**src/rtl/ram512x32_rr_arbiter.sv**
```systemverilog
// Round-robin arbiter and sequencer for one 512x32 dual-port RAM.
// The write port and the read port are arbitrated independently. All RAM pins are
// driven from registers. Reads return tagged to the requester that issued them.
// A read is held back while a write to the same address is still on its way in.
module ram512x32_rr_arbiter #(
   parameter int ADDR_W = 9,
   parameter int DATA_W = 32,
   parameter int BE_W   = 4,
   // Only 1 (unregistered RAM output) or 2 (registered RAM output) are meaningful
   parameter int RD_LAT = 1
) (
   input  logic                clk_i,
   input  logic                rst_i,
   input  logic [1:0]          req_i,
   input  logic [1:0]          wr_i,
   input  logic [2*ADDR_W-1:0] addr_i,
   input  logic [2*DATA_W-1:0] wdata_i,
   input  logic [2*BE_W-1:0]   ben_i,
   output logic [1:0]          gnt_o,
   output logic [1:0]          rvalid_o,
   output logic [DATA_W-1:0]   rdata_o,
   output logic [ADDR_W-1:0]   ram_wa_o,
   output logic [DATA_W-1:0]   ram_wd_o,
   output logic [BE_W-1:0]     ram_wen_o,
   output logic                ram_wclk_en_o,
   output logic [ADDR_W-1:0]   ram_ra_o,
   output logic                ram_rclk_en_o,
   input  logic [DATA_W-1:0]   ram_rd_i
);

   logic [ADDR_W-1:0] addr0, addr1;
   logic [1:0]        wrCand, rdCand, hazard;
   logic [1:0]        wrGnt, rdGnt;
   logic              wrSel, rdSel;
   logic [ADDR_W-1:0] wrAddr;
   logic              wrPtr_q, wrPtr_d;
   logic              rdPtr_q, rdPtr_d;

   logic [ADDR_W-1:0] ramWa_q, ramRa_q;
   logic [DATA_W-1:0] ramWd_q, rdata_q;
   logic [BE_W-1:0]   ramWen_q;
   logic              ramWclkEn_q, ramRclkEn_q;
   logic [1:0]        rvalid_q;
   logic [RD_LAT:0]   tagValid_q, tagId_q;

   assign addr0 = addr_i[ADDR_W-1:0];
   assign addr1 = addr_i[2*ADDR_W-1:ADDR_W];

   // Pick the write winner first, then mask reads that would overtake a pending write
   // to the same address, then pick the read winner from what is left.
   always_comb begin
      wrCand  = req_i & wr_i;
      wrGnt   = 2'b00;
      rdGnt   = 2'b00;
      wrPtr_d = wrPtr_q;
      rdPtr_d = rdPtr_q;
      if (!rst_i) begin
         if (wrCand == 2'b11) wrGnt = wrPtr_q ? 2'b10 : 2'b01;
         else                 wrGnt = wrCand;
      end
      wrSel  = wrGnt[1];
      wrAddr = wrSel ? addr1 : addr0;
      hazard[0] = ((|wrGnt) && (addr0 == wrAddr)) || (ramWclkEn_q && (addr0 == ramWa_q));
      hazard[1] = ((|wrGnt) && (addr1 == wrAddr)) || (ramWclkEn_q && (addr1 == ramWa_q));
      rdCand = req_i & ~wr_i & ~hazard;
      if (!rst_i) begin
         if (rdCand == 2'b11) rdGnt = rdPtr_q ? 2'b10 : 2'b01;
         else                 rdGnt = rdCand;
      end
      rdSel = rdGnt[1];
      if (|wrGnt) wrPtr_d = ~wrSel;
      if (|rdGnt) rdPtr_d = ~rdSel;
   end

   assign gnt_o = wrGnt | rdGnt;

   // Register the granted operations onto the RAM pins and walk read tags down the
   // latency pipe so the returning data lands with the right requester.
   always_ff @(posedge clk_i) begin
      if (rst_i) begin
         wrPtr_q     <= 1'b0;
         rdPtr_q     <= 1'b0;
         ramWa_q     <= '0;
         ramWd_q     <= '0;
         ramWen_q    <= '0;
         ramWclkEn_q <= 1'b0;
         ramRa_q     <= '0;
         ramRclkEn_q <= 1'b0;
         tagValid_q  <= '0;
         tagId_q     <= '0;
         rvalid_q    <= 2'b00;
         rdata_q     <= '0;
      end else begin
         wrPtr_q <= wrPtr_d;
         rdPtr_q <= rdPtr_d;
         if (|wrGnt) begin
            ramWa_q     <= wrAddr;
            ramWd_q     <= wrSel ? wdata_i[2*DATA_W-1:DATA_W] : wdata_i[DATA_W-1:0];
            ramWen_q    <= wrSel ? ben_i[2*BE_W-1:BE_W] : ben_i[BE_W-1:0];
            ramWclkEn_q <= 1'b1;
         end else begin
            ramWen_q    <= '0;
            ramWclkEn_q <= 1'b0;
         end
         if (|rdGnt) begin
            ramRa_q     <= rdSel ? addr1 : addr0;
            ramRclkEn_q <= 1'b1;
         end else begin
            ramRclkEn_q <= 1'b0;
         end
         tagValid_q <= {tagValid_q[RD_LAT-1:0], |rdGnt};
         tagId_q    <= {tagId_q[RD_LAT-1:0], rdSel};
         rvalid_q   <= 2'b00;
         if (tagValid_q[RD_LAT]) begin
            rvalid_q[tagId_q[RD_LAT]] <= 1'b1;
            rdata_q                   <= ram_rd_i;
         end
      end
   end

   assign rvalid_o      = rvalid_q;
   assign rdata_o       = rdata_q;
   assign ram_wa_o      = ramWa_q;
   assign ram_wd_o      = ramWd_q;
   assign ram_wen_o     = ramWen_q;
   assign ram_wclk_en_o = ramWclkEn_q;
   assign ram_ra_o      = ramRa_q;
   assign ram_rclk_en_o = ramRclkEn_q;

endmodule

```
**config.mk**
```make
export PLATFORM = sky130hd
export DESIGN_NAME = ram512x32_rr_arbiter
export DESIGN_NICKNAME = d
export VERILOG_FILES = /design/src/rtl/ram512x32_rr_arbiter.sv
export SDC_FILE = /design/constraint.sdc
export NUM_CORES = 1
export LEC_CHECK = 0
export ABC_CLOCK_PERIOD_IN_PS = 4600
export BUFFER_PORTS_ARGS = -buffer_cell sky130_fd_sc_hd__buf_2
export CAP_MARGIN = 20
export CORE_MARGIN = 2
export CORE_UTILIZATION = 30
export DETAILED_ROUTE_END_ITERATION = 10
export MAX_ROUTING_LAYER = met4
export PLACE_DENSITY_LB_ADDON = 0.08
export SETUP_SLACK_MARGIN = 0.5
export SYNTH_ARGS = -nofsm -noshare
export SYNTH_HDL_FRONTEND = slang
export SYNTH_SLANG_ARGS = --single-unit
export TNS_END_PERCENT = 20
```
**constraint.sdc**
```tcl
create_clock -name clk_i -period 4.6 [get_ports clk_i]
set_input_delay 0.23 -clock clk_i [delete_from_list [all_inputs] [get_ports clk_i]]
set_output_delay 0.23 -clock clk_i [all_outputs]
set_load 0.01 [all_outputs]
```
## Yosys cells after proc, flatten, opt, wreduce, memory -nomap -nowiden

Cells that the tools add are included.

| operators by class | value |
|---|---|
| order comparisons | 2 |
| equality and inequality tests | 6 |
| mux-type cells | 14 |
| bitwise logic cells | 10 |
| reductions and logical operators | 11 |

Operators with widths:

| cell | number |
|---|---|
| $eq A9 B9 Y1 | 4 |
| $mux W32 | 1 |
| $mux W9 | 2 |
| $mux W2 | 6 |
| $reduce_or A2 Y1 | 4 |
| $and A2 B2 Y2 | 3 |
| $logic_and A1 B1 Y1 | 5 |
| $eq A2 B2 Y1 const B | 2 |
| $mux W4 | 1 |
| $not A1 Y1 | 4 |
| $not A2 Y2 | 2 |
| $mux W1 | 3 |
| $logic_or A1 B1 Y1 | 2 |
| $lt A1 B2 Y1 const B | 1 |
| $or A2 B2 Y2 | 1 |
| $demux W1 S1 | 1 |
| $ge A1 B1 Y1 const B | 1 |

| word-level totals | value |
|---|---|
| register bits | 96 |
| input port bits | 128 |
| word-level logic and storage cells | 55 |

## Longest topological paths before layout

| depth | value |
|---|---|
| depth after elaboration | 15 |
| mapped depth | 8 |
| depth with buffers taken out | 6 |

## Worst setup path before layout

OpenSTA, ideal clock, no wires.

| timing | value |
|---|---|
| path kind | flip-flop to output port |
| from | register ramWa_q[8], in the netlist ram_wa_o[8] |
| to | output port gnt_o[1] |
| arrival time | 1714 ps |
| required time | 4370 ps |
| slack | 2656 ps |
| cell stages (with the launch flop) | 7 |
| path through | dfxtp_1 -> xor2_1 -> nor4_1 -> a311o_1 -> clkbuf_1 -> o21ai_0 -> o21bai_1 |

| on the way | value |
|---|---|
| cells in the longest elaborated chain, start to end | 9 |
| elaborated cells between the ends (all ways) | 12 |

RTL lines:

| element | RTL line | source |
|---|---|---|
| from (decl) | 39 | `logic [ADDR_W-1:0] ramWa_q, ramRa_q;` |
| from (signal assigned) | 97 | `ramWa_q <= wrAddr;` |
| $eq A9 B9 Y1 (on tied branches) | 63, 64 |  |
| $logic_and A1 B1 Y1 (on tied branches) | 63, 64 |  |
| $logic_or A1 B1 Y1 (on tied branches) | 63, 64 |  |
| $not A2 Y2 * | 65 | `rdCand = req_i & ~wr_i & ~hazard;` |
| $and A2 B2 Y2 * | 65 |  |
| $eq A2 B2 Y1 | 67 | `if (rdCand == 2'b11) rdGnt = rdPtr_q ? 2'b10 : 2'b01;` |
| $mux W2 * | 67 |  |
| $mux W2 * | 66 | `if (!rst_i) begin` |
| $or A2 B2 Y2 * | 75 | `assign gnt_o = wrGnt \| rdGnt;` |
| to (decl) | 19 | `output logic [1:0] gnt_o,` |

Mark *: on every way between the ends. The rest lies on a longest branch, timed or not.

## Worst setup path after layout

| timing | value |
|---|---|
| from | register ramWa_q[6], in the netlist ram_wa_o[6] |
| to | output port gnt_o[1] |

The elaborated chain is that of the path after synthesis.

==> out/metrics.csv <==
metric,value,unit
antenna_cells,0,
async_flop_share,0,%
vias,3811,
ys_top_cells_by_count,"95 x dfxtp_1, 80 x nor2_1, 77 x mux2i_1",
wl,11.9,mm
synth_seq_cells,95,
fin_cells,814,
peakVddDrop,0.000183,V
worstMarginPinSlew,1.03,ns
worst_hold_slack,0.126,ns
avgViaCountPerCell,4.68,
core-area,13800,sq um
cp-end-kind,primary output,
netlist_area,4220,sq um
cts.sink_count,95,
fin_nets,757,
period_share,59.1,%
cts_tree,yes,
crit_type,reg2out,
worst_skew_pair.late_latency,0.34,ns
syn_nets,558,
final_cell_area,5730,sq um
cts_made_buffers,9,
cp.arrival,2.49,ns
hold_viol_final,0,
drv_cap,0,
globalRouteTotalUtil,15.8,%
cts-resized-gates,0,
p_leak,2.48,nW
post-place-ws,1.97,ns
synth_top_area_share,45.1,%
dpl_cell_area,5430,sq um
io_pins,220,
port_buffers,219,
initial_utilization,30.5,%
fin_setup_tns,0,ns
post_drt_wl_per_cell,14.6,um
status,finished clean,
slew_headroom,31.2,%
dr.pass1.iters,4,
cts_root_buf,clkbuf_16,
crit_fanout,13,
synth_edf_count,0,
drc,0,
report.final.slew_viol_count,0,
setup_viol,0,
drt_iter0_markers,167,
netlist_top_cells_area,"dfxtp_1 45%, mux2i_1 18%, a211oi_1 7.3%",
synthCells,430,
power_density,343,nW/um^2
gp_congestion,0.827,
die_h,123,um
cts_hold_buf,0,
cp-start-kind,register,
yosysWarnings,0,
die_w,123,um
hold_class,in2reg,
syn_area_per_cell,9.81,sq um
max_freq,368,MHz
fin_util,41.4,%
syn2layout_area_growth,35.8,%
fin_ws,1.88,ns
drive_gt1_share,39.6,%
antenna_left,0,
synth_area_leader_cell,dfxtp_1,
grt_overflow_total,0,
min_period,2.72,ns
rsz0062_at_grt,false,
clkSlewWorstSetupHoldPaths,0.07,ns
cp_data_required_time,4.37,ns
cts.htree.levels,3,
hpwl,8.84,mm
antenna_found_initial,0,
grt_pass1_vias,3516,
finalPower,1.96,mW
synth.most_common_cell,dfxtp_1,
synth_seq_area_share,45.1,%
skew,0.0101,ns
synth.distinct_cells,35,
postCtsSetupRepairBufs,0,
grt_pass1_wl,18.0,mm
grt_max_degree,91,
dp.cells,798,
synth_ff_type,dfxtp_1,
row_count,43,
clockBufferDepth,2,
die_area,15000,sq um
-- cell type report --
type	instances	area, sq um
Clock buffer	10	229
Clock inverter	6	68.8
Fill cell	1377	8100
Inverter	15	56.3
Multi-Input combinational cell	286	2120
Sequential cell	95	1900
Tap cell	180	225
Timing Repair Buffer	222	1120
-- path summary, 6_finish.rpt --
path / slack [ns] / from / endpoint / depth (start not counted)
setup reg to reg: 2.22 / ram_wa_o[6] / ram_ra_o[2] / 5
hold reg to reg: 0.44 / tagId_q[0] / tagId_q[1] / 1
setup / recovery: 1.88 / ram_wa_o[6] / gnt_o[1] / 6
hold / removal: 0.13 / ram_rd_i[24] / rdata_o[24] / 3
-- layout by cell type (no fill, tap or decap), types with 2 or more instances in the layout --
master | netlist | routed
a2111oi_2 | 9 | 9
xor2_1 | 10 | 10
nor2_1 | 80 | 80
o21ai_0 | 2 | 2
inv_2 | 1 | 2
clkbuf_16 | 0 | 9
nand4_1 | 3 | 3
nor4_1 | 11 | 11
nor2b_1 | 2 | 2
clkinvlp_4 | 0 | 3
xnor2_1 | 17 | 17
a311o_1 | 2 | 2
o311a_1 | 2 | 2
mux2i_1 | 77 | 77
buf_2 | 5 | 218
a211oi_1 | 41 | 41
inv_1 | 14 | 13
buf_4 | 2 | 4
nand2_1 | 5 | 5
a2111oi_0 | 9 | 9
dfxtp_1 | 95 | 94
a21o_1 | 2 | 2
-- critical path: stages, from the launching register on --
cell and delay (ns):
dfxtp_1 0.35, xor2_1 0.17, nor4_1 0.47, a311o_1 0.56, o21ai_0 0.18, o21bai_1 0.25
buf_2 0.17
-- cell families after synthesis --
logic type | after synthesis | synth area share [%]
and+or+nand+nor | 108 | 10.9
DFF | 95 | 45.1
muxes | 77 | 18.3
AOI/OAI and AO/OA | 74 | 15.5
buffers and inverters | 49 | 4.69
xor gates and xnor gates | 27 | 5.60
-- routing by layer --
layer	part of all wire (%)	wire length (um)	track usage, %
met5	0	0	-
met4	1.8	212	6.03
met1	44	5250	20.1
met3	7.9	938	3.90
met2	46	5460	24.3
-- registers in the layout, summed over array words and instances, names as in the netlist, 2 cells and up --
register,flops
ram_wa_o,9
ram_ra_o,9
ram_wen_o,4
rdata_o,32
rvalid_o,2
ram_wd_o,32
tagId_q,2
tagValid_q,2
-- power breakdown --
group | internal (mW) | switching (mW) | total, mW
clock | 0.424 | 0.323 | 0.747
sequential | 0.870 | 0.0350 | 0.905
combinational | 0.146 | 0.166 | 0.312
total | 1.44 | 0.524 | 1.96
(Power assumes the default switching activity.)
